<file path="src/rtl/detector_jogada_pkg.sv">
// ============================================================
// detector_jogada_pkg -- game constants shared by detector and controller
// Rev 1.0 -- initial release
// ============================================================
`default_nettype none

package detector_jogada_pkg;

  localparam int DEBOUNCE_CICLOS_PADRAO = 50000;
  localparam int DB_LARGURA             = 4;

  typedef enum logic [3:0] {
    OCIOSO        = 4'd0,
    FILTRA        = 4'd1,
    PULSO         = 4'd2,
    ESPERA_SOLTAR = 4'd3
  } estado_t;

  function automatic int largura_contador(input int n);
    return (n > 1) ? $clog2(n) : 1;
  endfunction

endpackage

`default_nettype wire

</file>
<file path="src/rtl/detector_jogada_if.sv">
// ============================================================
// detector_jogada_if -- button/controller bus of the play detector
// Rev 1.0 -- initial release
// ============================================================
`default_nettype none

interface detector_jogada_if #(
  parameter int N_BOTOES = 4
);
  import detector_jogada_pkg::*;

  logic [N_BOTOES-1:0]   botoes;
  logic                  habilita;
  logic                  zera;
  logic                  fez_jogada;
  logic [N_BOTOES-1:0]   jogada;
  logic [DB_LARGURA-1:0] db_estado;

  modport master (
    output botoes, habilita, zera,
    input  fez_jogada, jogada, db_estado
  );

  modport slave (
    input  botoes, habilita, zera,
    output fez_jogada, jogada, db_estado
  );

endinterface

`default_nettype wire

</file>
<file path="src/rtl/sincronizador_2ff.sv">
// ============================================================
// sincronizador_2ff -- two-flop synchronizer, reset to zero
// Rev 1.0 -- initial release
// ============================================================
`default_nettype none

module sincronizador_2ff #(
  parameter int LARGURA = 1
) (
  input  wire logic               clock,
  input  wire logic               reset,
  input  wire logic [LARGURA-1:0] d,
  output logic      [LARGURA-1:0] q
);

  logic [LARGURA-1:0] r_meta;
  logic [LARGURA-1:0] r_sinc;

  always_ff @(posedge clock or negedge reset) begin
    if (!reset) begin
      r_meta <= '0;
      r_sinc <= '0;
    end else begin
      r_meta <= d;
      r_sinc <= r_meta;
    end
  end

  assign q = r_sinc;

endmodule

`default_nettype wire

</file>
<file path="src/rtl/detector_jogada.sv">
// ============================================================
// detector_jogada -- debounced single-button press detector
// Rev 1.0 -- initial release
// ============================================================
`default_nettype none

module detector_jogada
  import detector_jogada_pkg::*;
#(
  parameter int N_BOTOES        = 4,
  parameter int DEBOUNCE_CICLOS = DEBOUNCE_CICLOS_PADRAO
) (
  input  wire logic          clock,
  input  wire logic          reset,
  detector_jogada_if.slave   bus
);

  localparam int c_cont_largura = largura_contador(DEBOUNCE_CICLOS);
  localparam logic [c_cont_largura-1:0] c_cont_max = c_cont_largura'(DEBOUNCE_CICLOS - 1);

  logic [N_BOTOES-1:0]       w_sb;
  estado_t                   r_estado;
  estado_t                   w_prox_estado;
  logic [c_cont_largura-1:0] r_contador;
  logic [c_cont_largura-1:0] w_prox_contador;
  logic [N_BOTOES-1:0]       r_captura;
  logic [N_BOTOES-1:0]       w_prox_captura;
  logic [N_BOTOES-1:0]       r_jogada;
  logic [N_BOTOES-1:0]       w_prox_jogada;
  logic                      r_fez_jogada;
  logic                      w_um_botao;
  logic                      w_varios;
  logic                      w_cont_fim;

  sincronizador_2ff #(
    .LARGURA (N_BOTOES)
  ) u_sinc (
    .clock (clock),
    .reset (reset),
    .d     (bus.botoes),
    .q     (w_sb)
  );

  assign w_um_botao = $onehot(w_sb);
  assign w_varios   = (w_sb != '0) && !w_um_botao;
  assign w_cont_fim = (r_contador == c_cont_max);

  // The counter only advances below its terminal value, so it can never wrap.
  always_comb begin
    w_prox_estado   = r_estado;
    w_prox_contador = r_contador;
    w_prox_captura  = r_captura;
    w_prox_jogada   = r_jogada;
    if (bus.zera) begin
      w_prox_estado   = ESPERA_SOLTAR;
      w_prox_contador = '0;
      w_prox_captura  = '0;
      w_prox_jogada   = '0;
    end else begin
      case (r_estado)
        OCIOSO: begin
          w_prox_contador = '0;
          if (bus.habilita && w_um_botao) begin
            w_prox_estado  = FILTRA;
            w_prox_captura = w_sb;
          end else if (bus.habilita && w_varios) begin
            w_prox_estado = ESPERA_SOLTAR;
          end
        end
        FILTRA: begin
          if ((w_sb != r_captura) || !bus.habilita) begin
            w_prox_contador = '0;
            w_prox_estado   = (w_sb == '0) ? OCIOSO : ESPERA_SOLTAR;
          end else if (w_cont_fim) begin
            w_prox_estado = PULSO;
            w_prox_jogada = r_captura;
          end else begin
            w_prox_contador = r_contador + 1'b1;
          end
        end
        PULSO: begin
          w_prox_estado   = ESPERA_SOLTAR;
          w_prox_contador = '0;
        end
        ESPERA_SOLTAR: begin
          if (w_sb != '0) begin
            w_prox_contador = '0;
          end else if (w_cont_fim) begin
            w_prox_estado   = OCIOSO;
            w_prox_contador = '0;
          end else begin
            w_prox_contador = r_contador + 1'b1;
          end
        end
        default: begin
          w_prox_estado   = OCIOSO;
          w_prox_contador = '0;
        end
      endcase
    end
  end

  always_ff @(posedge clock or negedge reset) begin
    if (!reset) begin
      r_estado     <= OCIOSO;
      r_contador   <= '0;
      r_captura    <= '0;
      r_jogada     <= '0;
      r_fez_jogada <= 1'b0;
    end else begin
      r_estado     <= w_prox_estado;
      r_contador   <= w_prox_contador;
      r_captura    <= w_prox_captura;
      r_jogada     <= w_prox_jogada;
      r_fez_jogada <= (w_prox_estado == PULSO);
    end
  end

  assign bus.fez_jogada = r_fez_jogada;
  assign bus.jogada     = r_jogada;
  assign bus.db_estado  = r_estado;

endmodule

`default_nettype wire

</file>
<file path="src/flat_wrapper.sv">
// flat-port wrapper written by rule: the top's interface ports become plain ports
module detector_jogada_flat import detector_jogada_pkg::*;
#(
  parameter int N_BOTOES        = 4,
  parameter int DEBOUNCE_CICLOS = DEBOUNCE_CICLOS_PADRAO
)
  (clock, reset, bus_botoes, bus_habilita, bus_zera, bus_fez_jogada, bus_jogada, bus_db_estado);
  detector_jogada_if #(.N_BOTOES(N_BOTOES)) bus_i ();
  input  wire logic clock;
  input  wire logic reset;
  input wire logic [$bits(bus_i.botoes)-1:0] bus_botoes;
  input wire logic [$bits(bus_i.habilita)-1:0] bus_habilita;
  input wire logic [$bits(bus_i.zera)-1:0] bus_zera;
  output wire logic [$bits(bus_i.fez_jogada)-1:0] bus_fez_jogada;
  output wire logic [$bits(bus_i.jogada)-1:0] bus_jogada;
  output wire logic [$bits(bus_i.db_estado)-1:0] bus_db_estado;
  assign bus_i.botoes = bus_botoes;
  assign bus_i.habilita = bus_habilita;
  assign bus_i.zera = bus_zera;
  assign bus_fez_jogada = bus_i.fez_jogada;
  assign bus_jogada = bus_i.jogada;
  assign bus_db_estado = bus_i.db_estado;
  detector_jogada #(.N_BOTOES(N_BOTOES), .DEBOUNCE_CICLOS(DEBOUNCE_CICLOS)) u_core (.clock(clock), .reset(reset), .bus(bus_i));
endmodule
</file>
<file path="config.mk">
export PLATFORM = sky130hd
export DESIGN_NAME = detector_jogada_flat
export DESIGN_NICKNAME = d
export VERILOG_FILES = /design/src/rtl/detector_jogada_pkg.sv /design/src/rtl/detector_jogada_if.sv /design/src/rtl/sincronizador_2ff.sv /design/src/rtl/detector_jogada.sv /design/src/flat_wrapper.sv
export SDC_FILE = /design/constraint.sdc
export NUM_CORES = 1
export LEC_CHECK = 0
export ABC_AREA = 0
export CAP_MARGIN = 20
export CORE_ASPECT_RATIO = 2
export CORE_MARGIN = 5
export CORE_UTILIZATION = 45
export CTS_BUF_LIST = sky130_fd_sc_hd__clkbuf_4 sky130_fd_sc_hd__clkbuf_8 sky130_fd_sc_hd__clkbuf_16
export DETAILED_ROUTE_END_ITERATION = 7
export PLACE_DENSITY = 0.64
export SLEW_MARGIN = 20
export SYNTH_ARGS = -nofsm -noshare
export SYNTH_HDL_FRONTEND = slang
export SYNTH_SLANG_ARGS = --single-unit
</file>
<file path="constraint.sdc">
create_clock -name clock -period 7.67 [get_ports clock]
set_clock_uncertainty 0.05 [all_clocks]
set_input_delay 1.9175 -clock clock [delete_from_list [all_inputs] [get_ports clock]]
set_output_delay 1.9175 -clock clock [all_outputs]
set_load 0.005 [all_outputs]
</file>
# Word level (Yosys, flattened, before mapping)
# Index checks and enable logic that the tools add are counted.
[totals]
inputBits = 8
elab_cells = 57
ff_bits = 37
output_inout_bits = 9
[classes]
n_mux = 22
n_eq_ne = 9
n_reduce_logical = 15
add_sub_neg = 4
[ops]
columns = ["cell", "n"]
rows = [
  ["$mux 16", 5],
  ["$mux 4", 14],
  ["$pmux 16 s2", 1],
  ["$add 16x1->16 const B", 1],
  ["$eq 16x16->1 const B", 1],
  ["$pmux 4 s4", 1],
  ["$eq 4x2->1 const B", 3],
  ["$logic_not 4->1", 2],
  ["$reduce_bool 2->1", 4],
  ["$add 1x1->2", 2],
  ["$eq 4x1->1 const B", 1],
  ["$ne 4x4->1", 1],
  ["$ne 4x4->1 const B", 1],
  ["$reduce_bool 4->1", 1],
  ["$add 3x3->3", 1],
  ["$eq 3x1->1 const B", 1],
  ["$logic_and 1x1->1", 3],
  ["$reduce_and 3->1", 1],
  ["$logic_not 1->1", 2],
  ["$mux 2", 1],
  ["$ne 2x2->1 const B", 1],
  ["$reduce_and 2->1", 1],
  ["$logic_or 1x1->1", 1],
]

# Depth between registers and ports, before layout
[logic_depth]
ltp_word = 11
mapped_depth = 9
depth_no_buf = 9

# Cells and area by module
# Synthesis repeated with hierarchy kept, for this count alone.
[unflattened]
cells_unflattened = 170
hier_area_um2 = 1776.7
[by_module_without_submodules]
columns = ["module", "instances", "area_per_inst_um2", "seq_area_each_um2", "cells_per_inst"]
rows = [
  ["detector_jogada", 1, 1576.5, 725.7, 162],
  ["sincronizador_2ff", 1, 200.2, 200.2, 8],
]

# Worst setup path after synthesis
# No wires, ideal clock.
[synth_path]
path_type = "input to register"
startpoint = "in bus_habilita"
endpoint = "reg u_core.r_captura[0]"
slack_ns = 4.733
path_buffers = 1
t_required_ns = 7.488
stages = 6
t_arrival_ns = 2.755
setup_time_ns = 0.132
cell_sequence = "nor2b_1 > nand2_1 > or2_2 > clkbuf_1 > mux2i_1 > nor2_1"
[synth_between]
elab_chain_len = 3
[synth_rtl]
columns = ["item", "line", "text"]
rows = [
  ["from (decl)", "flat_wrapper.sv:12", "input wire logic [$bits(bus_i.habilita)-1:0] bus_habilita;"],
  ["$logic_and 1x1->1", "detector_jogada.sv:63", "if (bus.habilita && w_um_botao) begin"],
  ["$reduce_bool 2->1 (no source line)", "n/a", ""],
  ["$reduce_and 2->1 (no source line)", "n/a", ""],
  ["to (signal assigned)", "detector_jogada.sv:113", "r_captura <= w_prox_captura;"],
  ["to (decl)", "detector_jogada.sv:26", "logic [N_BOTOES-1:0] r_captura;"],
]
# No other way between the ends.
# A chain may end at the register's enable or synchronous reset.

# Final worst setup path
[layout_path]
startpoint = "in bus_habilita"
endpoint = "reg u_core.r_jogada[2] (netlist: u_core.bus.jogada[2])"
[layout_between]
elab_chain_len = 4
[layout_rtl]
columns = ["item", "line", "text"]
rows = [
  ["$logic_not 1->1", "detector_jogada.sv:71", "if ((w_sb != r_captura) || !bus.habilita) begin"],
  ["$logic_or 1x1->1", "detector_jogada.sv:71", ""],
  ["$ne 2x2->1 (no source line)", "n/a", ""],
  ["$reduce_and 3->1 (no source line)", "n/a", ""],
  ["to (signal assigned)", "detector_jogada.sv:114", "r_jogada <= w_prox_jogada;"],
  ["to (decl)", "detector_jogada.sv:28", "logic [N_BOTOES-1:0] r_jogada;"],
]
# No other way between the ends.

==> metrics.md <==
| Metric | Value |
|---|---|
| Initial core utilization | `0.464` |
| Syn avg cell area | `11.1 um2` |
| Post-CTS Resized | `0` |
| R2r setup slk | `4.91 ns` |
| Drc violations | `0` |
| Initial antenna violation count | `0` |
| Hold Slack | `0.300 ns` |
| First-pass GRT wire length | `6180 um` |
| Crit Path Category | `input port to flip-flop` |
| Row cnt | `32` |
| Worst Hold Depth | `0` |
| Post-CTS Setup Inserts | `0` |
| Vias | `1,218` |
| Data arrival, critical path | `~3.4 ns` |
| Area of the mapped netlist | `1780 um2` |
| Setup TNS | `0 ns` |
| Synth unique cells | `33` |
| FF-to-FF path depth | `8` |
| Port Buf Inserts | `16` |
| R2r startpoint | `u_core.u_sinc.q[2]$_DFF_PN0_` |
| Largest net degree at the start of global routing | `38` |
| Register area share after synthesis | `0.519` |
| Startpoint types | `input port` |
| Nets | `around 200` |
| Hold Path End | `u_core.u_sinc.q[2]$_DFF_PN0_` |
| Area growth from synthesis to layout | `16.6%` |
| Clk buf depth | `2` |
| CTS H-tree depth | `2` |
| ANT cells | `0` |
| Gr usage total | `0.156` |
| Max-cap violations | `0` |
| Die area | `5400 um2` |
| CP required | `7.78 ns` |
| Num CTS Buffers | `5` |
| 1st-iter DRT viols | `19` |
| DR pass1 iterations | `4` |
| Max Clock Freq | `roughly 300 MHz` |
| Slew headroom | `0.460` |
| Die W | `54.5 um` |
| Syn Inst Count | `161` |
| CP Max Fanout | `6` |
| Period utilization | `0.426` |
| DR vias/cell | `approximately 5.3` |
| Tmin final | `3.26 ns` |
| Reg2reg end | `u_core.r_captura[1]$_DFFE_PN0P_` |
| Worst vdd ir | `0.147 mV` |
| Routed WL per cell | `approximately 15 um` |
| Leak pwr | `0.910 nW` |
| DRT antenna net count | `0` |
| Worst Setup End Kind | `flip-flop` |
| DP HPWL | `between 2000 and 3000 um` |
| Commonest non-fill, non-tap cell in the layout | `dfrtp_1` |
| CP max-delay cell | `nor4_4` |
| CTS tree | `built` |
| Worst min-delay path startpoint | `u_core.u_sinc.r_meta[2]$_DFF_PN0_` |
| Slowest cell delay on critical path | `between 0.5 and 0.6 ns` |
| Yosys warning total | `0` |
| Final Hold Fails | `0` |
| Root buf cell | `clkbuf_8` |
| Hold Buf Count CTS | `0` |
| Most frequent cells in the layout | `37 x dfrtp_1, 24 x nor2_1, 15 x clkdlybuf4s50_1` |
| CTS sink cnt | `37` |
| Overflow after GRT | `0` |
| Pwr Density | `~170 nW/um2` |
| RSZ-0062 raised after global routing | `false` |
| RePlAce Congestion | `0.801` |
| Min-delay worst type | `flip-flop to flip-flop` |
| Ports | `17` |
| Vias in the first global route | `roughly 1,300` |
| Worst slew pin tran | `0.810 ns` |
| Core area | `3840 um2` |
| Share of cells above drive strength 1 | `0.0829` |
| Clock latency on the worst-skew pair | `0.28 ns` |
| Final wirelength | `3430 um` |
| #FFs+latches synth | `37` |
| CTS clock-pin slew for the worst setup and hold paths | `0.07 ns` |
| Final setup fails | `0` |
| Status | `finished, final reports clean` |
| CP Cell Sequence | `clkdlybuf4s50_1 -> nand2_1 -> nor4_4 -> mux2i_1 -> nor2_1` |
| Max-slew violation count | `0` |
| DIE HEIGHT | `~99 um` |
-- through the flow --
step | utilization | worst slack [ns] | area, um2 | std cells | power (mW)
finish | 0.541 | 4.41 | 2080 | 232 | 0.364
global route | 0.541 | 4.26 | 2080 | 232 | 0.382
CTS | 0.541 | 4.40 | 2080 | 232 | 0.369
detailed placement | 0.517 | 4.11 | 1990 | 225 | 0.231
global placement | 0.517 | 4.14 | 1990 | 225 | 0.230
floorplan | - | 4.73 | 1790 | 162 | 0.216
-- power by group --
part	switching (mW)	total, mW	internal (mW)
Clock	0.0625	0.137	0.0747
Sequential	0.00427	0.203	0.199
Combinational	0.0120	0.0231	0.0111
-- cells in the mapped netlist (all sizes together) --
library cell	number	share of area
a21oi	4	0.011
ha	6	0.042
and4	1	0.0049
o2111a	1	0.0063
fa	1	0.011
nor4b	2	0.027
mux2i	8	0.045
nand4	4	0.022
buf	2	0.0056
nor2b	3	0.011
nor4	1	0.012
nand4b	1	0.0049
inv	5	0.011
nand3	9	0.025
nor3	6	0.017
o21ai	4	0.011
conb	1	0.0021
nor2	24	0.051
and3	5	0.018
or3b	1	0.0049
nand3b	1	0.0042
dfrtp	37	0.52
and4b	1	0.0056
xnor2	9	0.044
clkbuf	2	0.0042
nor3b	1	0.0042
o21bai	1	0.0063
a32oi	2	0.0098
xor2	7	0.034
or2	1	0.0035
nand2b	1	0.0035
nand2	9	0.019
-- routing by layer --
layer	up-vias	GRT usage	share of wire
li1	592	-	-
met1	596	0.168	0.37
met2	22	0.266	0.56
met3	8	0.0454	0.036
met4	0	0.0729	0.038
met5	-	0	0
-- kinds of logic after synthesis --
| logic type | count (synthesis) | synth area share |
|---|---|---|
| and+or+nand+nor | 71 | 0.237 |
| adders and majority gates | 7 | 0.0533 |
| buffers and inverters | 9 | 0.0204 |
| xor gates and xnor gates | 16 | 0.0786 |
| muxes | 8 | 0.0449 |
| DFF | 37 | 0.519 |
| AOI/OAI and AO/OA | 12 | 0.0449 |
| other | 1 | 0.00210 |
-- registers in the layout (all words and copies together), names as in the netlist --
signal,flops
u_core.r_contador,16
u_core.bus.db_estado,4
u_core.bus.jogada,4
u_core.r_captura,4
u_core.u_sinc.q,4
u_core.u_sinc.r_meta,4
u_core.bus.fez_jogada,1
-- area by class of cell --
type                            count  area [um2]
Sequential cell                    37         926
Multi-Input combinational cell    116         825
Fill cell                         380        1770
Clock buffer                        7        90.1
Inverter                            5        18.8
Tap cell                           51        63.8
Timing Repair Buffer               16         155
-- worst max-delay path by stage --
| stage | startpoint | end | slack [ns] | depth (start not counted) |
|---|---|---|---|---|
| final | bus_habilita | u_core.bus.jogada[2]$_DFFE_PN0P_ | 4.41 | 5 |
| after global routing | bus_habilita | u_core.r_contador[2]$_DFFE_PN0P_ | 4.26 | 5 |
| after CTS | u_core.bus.db_estado[0]$_DFF_PN0_ | bus_db_estado[0] | 4.40 | 1 |
| after detailed placement | bus_habilita | u_core.bus.jogada[2]$_DFFE_PN0P_ | 4.11 | 5 |
| after global placement | bus_habilita | u_core.bus.jogada[1]$_DFFE_PN0P_ | 4.14 | 5 |
| after floorplan | bus_habilita | u_core.r_captura[0]$_DFFE_PN0P_ | 4.73 | 6 |
-- worst max-delay path: cells and delay by family --
kind | cells | cell delay [ns]
buffers and inverters | 1 | 0.49
muxes | 1 | 0.27
and+or+nand+nor | 3 | 0.68
Power figures use the tool's default switching activity.
